===== src/rtl/add_sub_arbiter.sv =====
// rtl/add_sub_arbiter.sv - two-requester round-robin front end sharing one add/sub datapath.
// Optional signed-overflow output is enabled by defining ADD_SUB_ARB_OVF_EN.

module add_sub #(
  parameter int SIZE = 4
) (
  input  logic [SIZE-1:0] a_i,
  input  logic [SIZE-1:0] b_i,
  input  logic            sub_i,
  output logic [SIZE-1:0] s_o,
`ifdef ADD_SUB_ARB_OVF_EN
  output logic            ovf_o,
`endif
  output logic            cout_o
);

  logic [SIZE-1:0] b_eff;
  logic [SIZE:0]   sum;

  // Subtract is A + ~B + 1, so cout=1 means no borrow.
  assign b_eff  = sub_i ? ~b_i : b_i;
  assign sum    = {1'b0, a_i} + {1'b0, b_eff} + {{SIZE{1'b0}}, sub_i};
  assign s_o    = sum[SIZE-1:0];
  assign cout_o = sum[SIZE];
`ifdef ADD_SUB_ARB_OVF_EN
  assign ovf_o  = (a_i[SIZE-1] == b_eff[SIZE-1]) && (sum[SIZE-1] != a_i[SIZE-1]);
`endif

endmodule

module add_sub_arbiter #(
  parameter int SIZE = 4
) (
  input  logic            clk,
  input  logic            rst_n,
  input  logic            req0_valid,
  output logic            req0_ready,
  input  logic [SIZE-1:0] req0_a,
  input  logic [SIZE-1:0] req0_b,
  input  logic            req0_sub,
  input  logic            req1_valid,
  output logic            req1_ready,
  input  logic [SIZE-1:0] req1_a,
  input  logic [SIZE-1:0] req1_b,
  input  logic            req1_sub,
  output logic            res_valid,
  input  logic            res_ready,
  output logic [SIZE-1:0] res_s,
  output logic            res_cout,
`ifdef ADD_SUB_ARB_OVF_EN
  output logic            res_ovf,
`endif
  output logic            res_id
);

  typedef enum logic {EMPTY = 1'b0, FULL = 1'b1} state_t;

  state_t          state_q;
  logic            last_grant_q;
  logic [SIZE-1:0] res_s_q;
  logic            res_cout_q;
  logic            res_id_q;

  logic            grant_id;
  logic            can_accept;
  logic            xfer;
  logic [SIZE-1:0] op_a;
  logic [SIZE-1:0] op_b;
  logic            op_sub;
  logic [SIZE-1:0] dp_s;
  logic            dp_cout;

  // On a tie the requester that did not win last time gets the grant.
  always_comb begin
    grant_id = 1'b0;
    if (req0_valid && req1_valid) begin
      grant_id = ~last_grant_q;
    end else if (req1_valid) begin
      grant_id = 1'b1;
    end
  end

  assign can_accept = (state_q == EMPTY) || res_ready;
  assign req0_ready = rst_n && can_accept && req0_valid && !grant_id;
  assign req1_ready = rst_n && can_accept && req1_valid && grant_id;
  assign xfer       = (req0_valid && req0_ready) || (req1_valid && req1_ready);

  assign op_a   = grant_id ? req1_a   : req0_a;
  assign op_b   = grant_id ? req1_b   : req0_b;
  assign op_sub = grant_id ? req1_sub : req0_sub;

`ifdef ADD_SUB_ARB_OVF_EN
  logic dp_ovf;
  logic res_ovf_q;

  add_sub #(.SIZE(SIZE)) u_add_sub (
    .a_i    (op_a),
    .b_i    (op_b),
    .sub_i  (op_sub),
    .s_o    (dp_s),
    .ovf_o  (dp_ovf),
    .cout_o (dp_cout)
  );

  always_ff @(posedge clk) begin
    if (!rst_n) begin
      res_ovf_q <= 1'b0;
    end else if (xfer) begin
      res_ovf_q <= dp_ovf;
    end
  end

  assign res_ovf = res_ovf_q;
`else
  add_sub #(.SIZE(SIZE)) u_add_sub (
    .a_i    (op_a),
    .b_i    (op_b),
    .sub_i  (op_sub),
    .s_o    (dp_s),
    .cout_o (dp_cout)
  );
`endif

  always_ff @(posedge clk) begin
    if (!rst_n) begin
      state_q      <= EMPTY;
      last_grant_q <= 1'b1;
      res_s_q      <= '0;
      res_cout_q   <= 1'b0;
      res_id_q     <= 1'b0;
    end else begin
      if (xfer) begin
        res_s_q      <= dp_s;
        res_cout_q   <= dp_cout;
        res_id_q     <= grant_id;
        last_grant_q <= grant_id;
      end
      case (state_q)
        EMPTY: if (xfer) state_q <= FULL;
        FULL:  if (res_ready && !xfer) state_q <= EMPTY;
        default: state_q <= EMPTY;
      endcase
    end
  end

  assign res_valid = (state_q == FULL);
  assign res_s     = res_s_q;
  assign res_cout  = res_cout_q;
  assign res_id    = res_id_q;

endmodule


===== config.mk =====
export PLATFORM = sky130hd
export DESIGN_NAME = add_sub_arbiter
export DESIGN_NICKNAME = d
export VERILOG_FILES = /design/src/rtl/add_sub_arbiter.sv
export SDC_FILE = /design/constraint.sdc
export NUM_CORES = 1
export LEC_CHECK = 0
export CAP_MARGIN = 15
export CELL_PAD_IN_SITES_DETAIL_PLACEMENT = 0
export CELL_PAD_IN_SITES_GLOBAL_PLACEMENT = 1
export CORE_MARGIN = 10
export CORE_UTILIZATION = 28
export DETAILED_ROUTE_END_ITERATION = 7
export PLACE_DENSITY = 0.82
export SETUP_SLACK_MARGIN = 0.02
export SLEW_MARGIN = 10
export SYNTH_ARGS = -nofsm -noshare
export SYNTH_HDL_FRONTEND = slang
export SYNTH_HIERARCHICAL = 1
export SYNTH_SLANG_ARGS = --single-unit

===== constraint.sdc =====
create_clock -name clk -period 3.1 [get_ports clk]
set_input_delay 0.775 -clock clk [delete_from_list [all_inputs] [get_ports clk]]
set_output_delay 0.775 -clock clk [all_outputs]
set_load 0.01 [all_outputs]

; ---- Word level (Yosys, flattened, before mapping)
; Cells that the tools add are included.
[totals]
ff_bits = 8
inputBits = 23
output_inout_bits = 9
elab_cells = 32
[classes]
n_addsub = 2
mux = 9
bitwise_logic = 3
reduce_logical = 13
[ops]
columns = operator, n
row1 = $mux W4, 3
row2 = $logic_and A1 B1 Y1, 9
row3 = $add A4 B4 Y5, 1
row4 = $add A5 B1 Y5, 1
row5 = $mux W1, 5
row6 = $not A4 Y4, 1
row7 = $logic_not A1 Y1, 2
row8 = $logic_or A1 B1 Y1, 2
row9 = $not A1 Y1, 2
row10 = $pmux W1 S2, 1

; ---- Longest topological paths before layout
[logic_depth]
word_depth = 11
mapped_depth = 10
ltp_nobuf = 9

; ---- Modules after synthesis
; The synthesis kept the hierarchy.
[modules_own_cells]
columns = module, n_inst, cells_each, area_per_inst_um2, seq_area_each_um2
row1 = add_sub_arbiter, 1, 51, 478.0, 160.2
row2 = add_sub, 1, 20, 186.4, 0.0

; ---- Worst setup path after synthesis
; Ideal clock, no wire load.
[synth_timing]
path_kind = input -> register
start = input port req1_valid
end = register res_s_q[3], in the netlist res_s[3]
setup_ns = 0.067
t_arrival_ns = 2.780
required_ns = 3.033
path_slack_ns = 0.253
stages = 10
n_path_buf = 1
cell_sequence = a21boi_2 -> buf_4 -> mux2_2 -> xor2_1 -> ha_1 -> clkinvlp_2 -> or4_1 -> nand3_1 -> nand4_1 -> o21ai_2
[synth_between]
elab_chain_cells = 7
elab_cells_between_ends = 17
cone_classes = add/sub (2) / mux (6) / bitwise (1) / reduce/logical (8)
[synth_lines]
columns = item, line
row1 = from (decl), 41  ; input logic req1_valid,
row2 = $mux W1 or $logic_and A1 B1 Y1 (tied branches), "78, 76"
row3 = $mux W1 *, 76  ; if (req0_valid && req1_valid) begin
row4 = $mux W4 *, 89  ; assign op_b = grant_id ? req1_b : req0_b;
row5 = named net op_b[3], 68  ; logic [SIZE-1:0] op_b;
row6 = $not A4 Y4, 21  ; assign b_eff = sub_i ? ~b_i : b_i;
row7 = $mux W4 *, 21
row8 = $add A4 B4 Y5 *, 22  ; assign sum = {1'b0, a_i} + {1'b0, b_eff} + {{SIZE{1'b0}}, sub_i};
row9 = $add A5 B1 Y5 *, 22
row10 = named net dp_s[3], 70  ; logic [SIZE-1:0] dp_s;
row11 = to (signal assigned), 133  ; res_s_q <= dp_s;
row12 = to (decl), 60  ; logic [SIZE-1:0] res_s_q;
; Mark *: on every way through the listed nets, which the timed path passes. The rest lies on a longest branch.
; A chain may end at the register's enable or synchronous reset.

; ---- Final worst setup path
[layout_timing]
start = input port res_ready
end = output port req0_ready
[layout_between]
elab_chain_cells = 4
[layout_lines]
columns = item, line
row1 = from (decl), 47  ; input logic res_ready,
row2 = $logic_or A1 B1 Y1, 83  ; assign can_accept = (state_q == EMPTY) || res_ready;
row3 = $logic_and A1 B1 Y1 (3 in a row), 84  ; assign req0_ready = rst_n && can_accept && req0_valid && !grant_id;
row4 = to (decl), 37  ; output logic req0_ready,
; Every way passes these cells.

==> parameters.txt <==
Parameter                              Value

Clock network
  Number of H-tree branching levels    1
  Clock-pin slew of the registers on the worst-case setup and hold paths    0.05 ns
  Clock sinks    8
  Clock tree from TritonCTS    yes
  Number of buffers inserted during clock tree synthesis    3
  Latest clock arrival within the worst-skew pair    roughly 0.26 ns
  CTS Root Buffer Type    sky130_fd_sc_hd__clkbuf_4
  Max Root-Sink Buffers    2

Synthesis
  Arithmetic-cell share of the synthesized area counting full adders, half adders and majority gates    a little under 9%
  Post-synthesis share of cell area spent on xor and xnor gates    about 6.6%
  Count of flip-flops with a built-in enable after synthesis    0
  Main combinational cell family by area after synthesis    simple AND/OR/NAND/NOR gates
  Number of register bits inferred by synthesis    8
  Synthesized area per cell    between 9 and 10 sq um
  Fraction of synthesis flops using an asynchronous set or reset pin    0%
  Top cell type's share of synthesized area    about a quarter
  Cell type contributing the most total cell area after synthesis    sky130_fd_sc_hd__dfxtp_1
  Post-synthesis compound-gate area fraction    16.4%
  Most used flip-flop cell after synthesis    sky130_fd_sc_hd__dfxtp_1
  Multiplexer share of the synthesized area    around 18%
  Cell area after synthesis    between 600 and 700 sq um
  Sequential area share after synthesis    between 20 and 25%
  Yosys synthesis warning count    6
  Number of instances in the synthesized netlist    71
  Dominant cells by area after synthesis    sky130_fd_sc_hd__dfxtp_1 24%, sky130_fd_sc_hd__mux2_2 15%, sky130_fd_sc_hd__o21ai_2 6.6%, sky130_fd_sc_hd__xor2_1 6.6%, sky130_fd_sc_hd__ha_1 5.6%
  Mapped Nets    98
  Count of unique library cells instantiated by Yosys    31
  Simple-gate portion of the synthesized area    roughly 23%

GRT
  Pin count of the biggest net entering global routing    15
  Initial antenna violation count    0
  Number of global-route vias before repair    ~760
  Remaining global-route overflow    0
  Global-route usage over all layers    a little under a tenth
  Global-route wire length before repair    3390 um

STA
  Number of slew-limit violations in the final report    0
  Number of endpoints failing setup at the final stage    0
  Worst Skew    0.00114 ns
  Final clock period utilization by the worst path    between 90% and 100%
  Worst hold slack across all endpoints    around 0.46 ns
  Time the worst path needs with I/O delays and setup    about 2.9 ns
  Least-Margin Pin Slew    approximately 0.36 ns
  Worst max-slew margin expressed relative to the limit    between 70% and 80%
  Endpoints failing hold    0
  Maximum achievable frequency    0.348 GHz
  Setup repair after global routing missed its margin    no

Drt
  Average via count per standard cell    around 4.8
  Vias after detailed routing    between 600 and 700
  Antenna viol nets, final    0
  Met2 wire len    ~900 um
  Detailed-routing iteration count for the pre-antenna-repair pass    2
  Final routed DRC violation total    0
  Uppermost layer routed    met4
  Wl on met1    about 1000 um
  WL/cell    ~15 um
  Aggregate routed wire length    around 2100 um
  Iteration-0 DRC Markers    12
  Sum of met3 wire segment lengths after detailed routing    about 140 um

Worst setup path
  Type of destination of the critical path    output pin
  Crit path DAT    ~2.1 ns
  Critical path class    in -> out
  Maximum fanout along the worst path    4
  Crit path required time    approximately 2.3 ns
  Critical path startpoint category    input port

Floorplanning
  Die width    68.7 um
  Vertical extent of the die    about 69 um
  # IOs    32
  Num rows    17
  Core Region    approximately 2200 sq um
  Initial cell density of the core    between 20% and 30%
  Area of the die    about 4700 sq um

Final layout
  Diodes inserted    0
  FF+latch area    around 160 sq um
  Final net count    145
  Area added between synthesis and finish    78.2%
  Filler instances    233
  Share of final-layout standard cells stronger than drive strength 1    a little over a third
  Core Util, Final    a little over half
  Post-route design area    1180 sq um
  Footprint of the multi-input gates    531 sq um

Place
  Placer's final routability congestion estimate    0.839
  DP HPWL    about 1600 um
  Number of port buffers    31
  Placement Cell Area    1070 sq um

Power
  Static Leak    0.495 nW
  Power density normalized to cell area    between 300 and 400 nW/um^2
  Maximum vdd ir drop    0.309 mV
  Total power    0.469 mW

Worst hold path
  Type of the tightest min-delay check    reg -> reg

Flow run
  Total of max-cap violations    0

Status
  Outcome    completed
-- worst max-delay path, stage by stage --
cell and delay, ns:
sky130_fd_sc_hd__clkdlybuf4s50_1 0.44, sky130_fd_sc_hd__nand2b_1 0.15, sky130_fd_sc_hd__nand3_1 0.09, sky130_fd_sc_hd__nor2_1 0.09, sky130_fd_sc_hd__clkdlybuf4s50_1 0.54
-- where the power goes --
group          internal [mW]  total [mW]  leakage, nW  switching [mW]
registers              0.120       0.129       0.0665         0.00902
logic                  0.151       0.260        0.414           0.108
clock network         0.0443      0.0802       0.0138          0.0359
-- logic make-up after synthesis --
group / after synthesis
and+or+nand+nor: 25
AOI/OAI and AO/OA: 14
muxes: 10
DFF: 8
xor gates and xnor gates: 5
buffers and inverters: 5
adders and majority gates: 4
-- metrics by stage --
step	setup WS [ns]	setup TNS, ns	cells
2_1_floorplan	0.253	0	71
3_3_place_gp	-0.225	-0.464	137
3_5_place_dp	-0.299	-0.635	137
4_1_cts	0.0241	0	140
5_1_grt	0.108	0	144
6_report	0.229	0	144
-- routing by layer --
layer / GRT usage [%] / vias up
met1: 11.2 / 309
met2: 14.1 / 22
met3: 3.06 / 2
li1: - / 353
met5: 0 / -
met4: 3.69 / 0
-- Yosys cell counts (2+ instances only) --
cell                       number
sky130_fd_sc_hd__ha_1           3
sky130_fd_sc_hd__buf_2          3
sky130_fd_sc_hd__a21boi_0       2
sky130_fd_sc_hd__nand3_1        2
sky130_fd_sc_hd__nand2_1        5
sky130_fd_sc_hd__xor2_1         5
sky130_fd_sc_hd__dfxtp_1        8
sky130_fd_sc_hd__a21oi_1        2
sky130_fd_sc_hd__nor2_1         2
sky130_fd_sc_hd__mux2_2         9
sky130_fd_sc_hd__o21ai_2        5
sky130_fd_sc_hd__nand4_1        6
-- sequential cells by signal, summed over array words and instances (netlist names) --
signal,count
last_grant_q,1
res_cout,1
res_id,1
res_s,4
res_valid,1
-- final timing paths --
kind                              startpoint  cells past startpoint  slack, ns          to
worst min register to register      res_s[1]                      2       0.46    res_s[1]
worst max-delay path               res_ready                      5       0.23  req0_ready
worst max register to register  last_grant_q                     10       0.66    res_s[3]
worst min-delay path                res_s[1]                      2       0.46    res_s[1]
-- cell type report --
type	count	share of cell area [%]
repair buffers	46	36.2
flip-flops and latches	8	13.5
clock buffers	3	1.90
multi-input cells	58	44.8
inverters	1	0.634
well taps	28	2.96
-- cell usage in the layout, fill, tap and decap left out, types with 2 or more instances in the layout --
| cell | count |
|---|---|
| sky130_fd_sc_hd__dfxtp_1 | 8 |
| sky130_fd_sc_hd__nand2_1 | 5 |
| sky130_fd_sc_hd__mux2_2 | 7 |
| sky130_fd_sc_hd__clkbuf_4 | 3 |
| sky130_fd_sc_hd__clkdlybuf4s50_1 | 28 |
| sky130_fd_sc_hd__mux2_4 | 3 |
| sky130_fd_sc_hd__a21boi_0 | 2 |
| sky130_fd_sc_hd__buf_4 | 13 |
| sky130_fd_sc_hd__dlymetal6s2s_1 | 2 |
| sky130_fd_sc_hd__a21oi_1 | 2 |
| sky130_fd_sc_hd__nand4_1 | 6 |
| sky130_fd_sc_hd__o21ai_2 | 5 |
| sky130_fd_sc_hd__ha_1 | 2 |
| sky130_fd_sc_hd__nor2_1 | 2 |
| sky130_fd_sc_hd__nand3_1 | 2 |
| sky130_fd_sc_hd__xor2_1 | 5 |
-- repair_timing --
action | CTS | global route
gates cloned | 0 | 1
pin swaps | 1 | 5
gates resized for setup | 5 | 9
buffers inserted | 0 | 3
endpoints found under the setup margin | 2 | 2
hold buffers | 0 | 0
No activity file was read; power rests on OpenSTA's default activity.
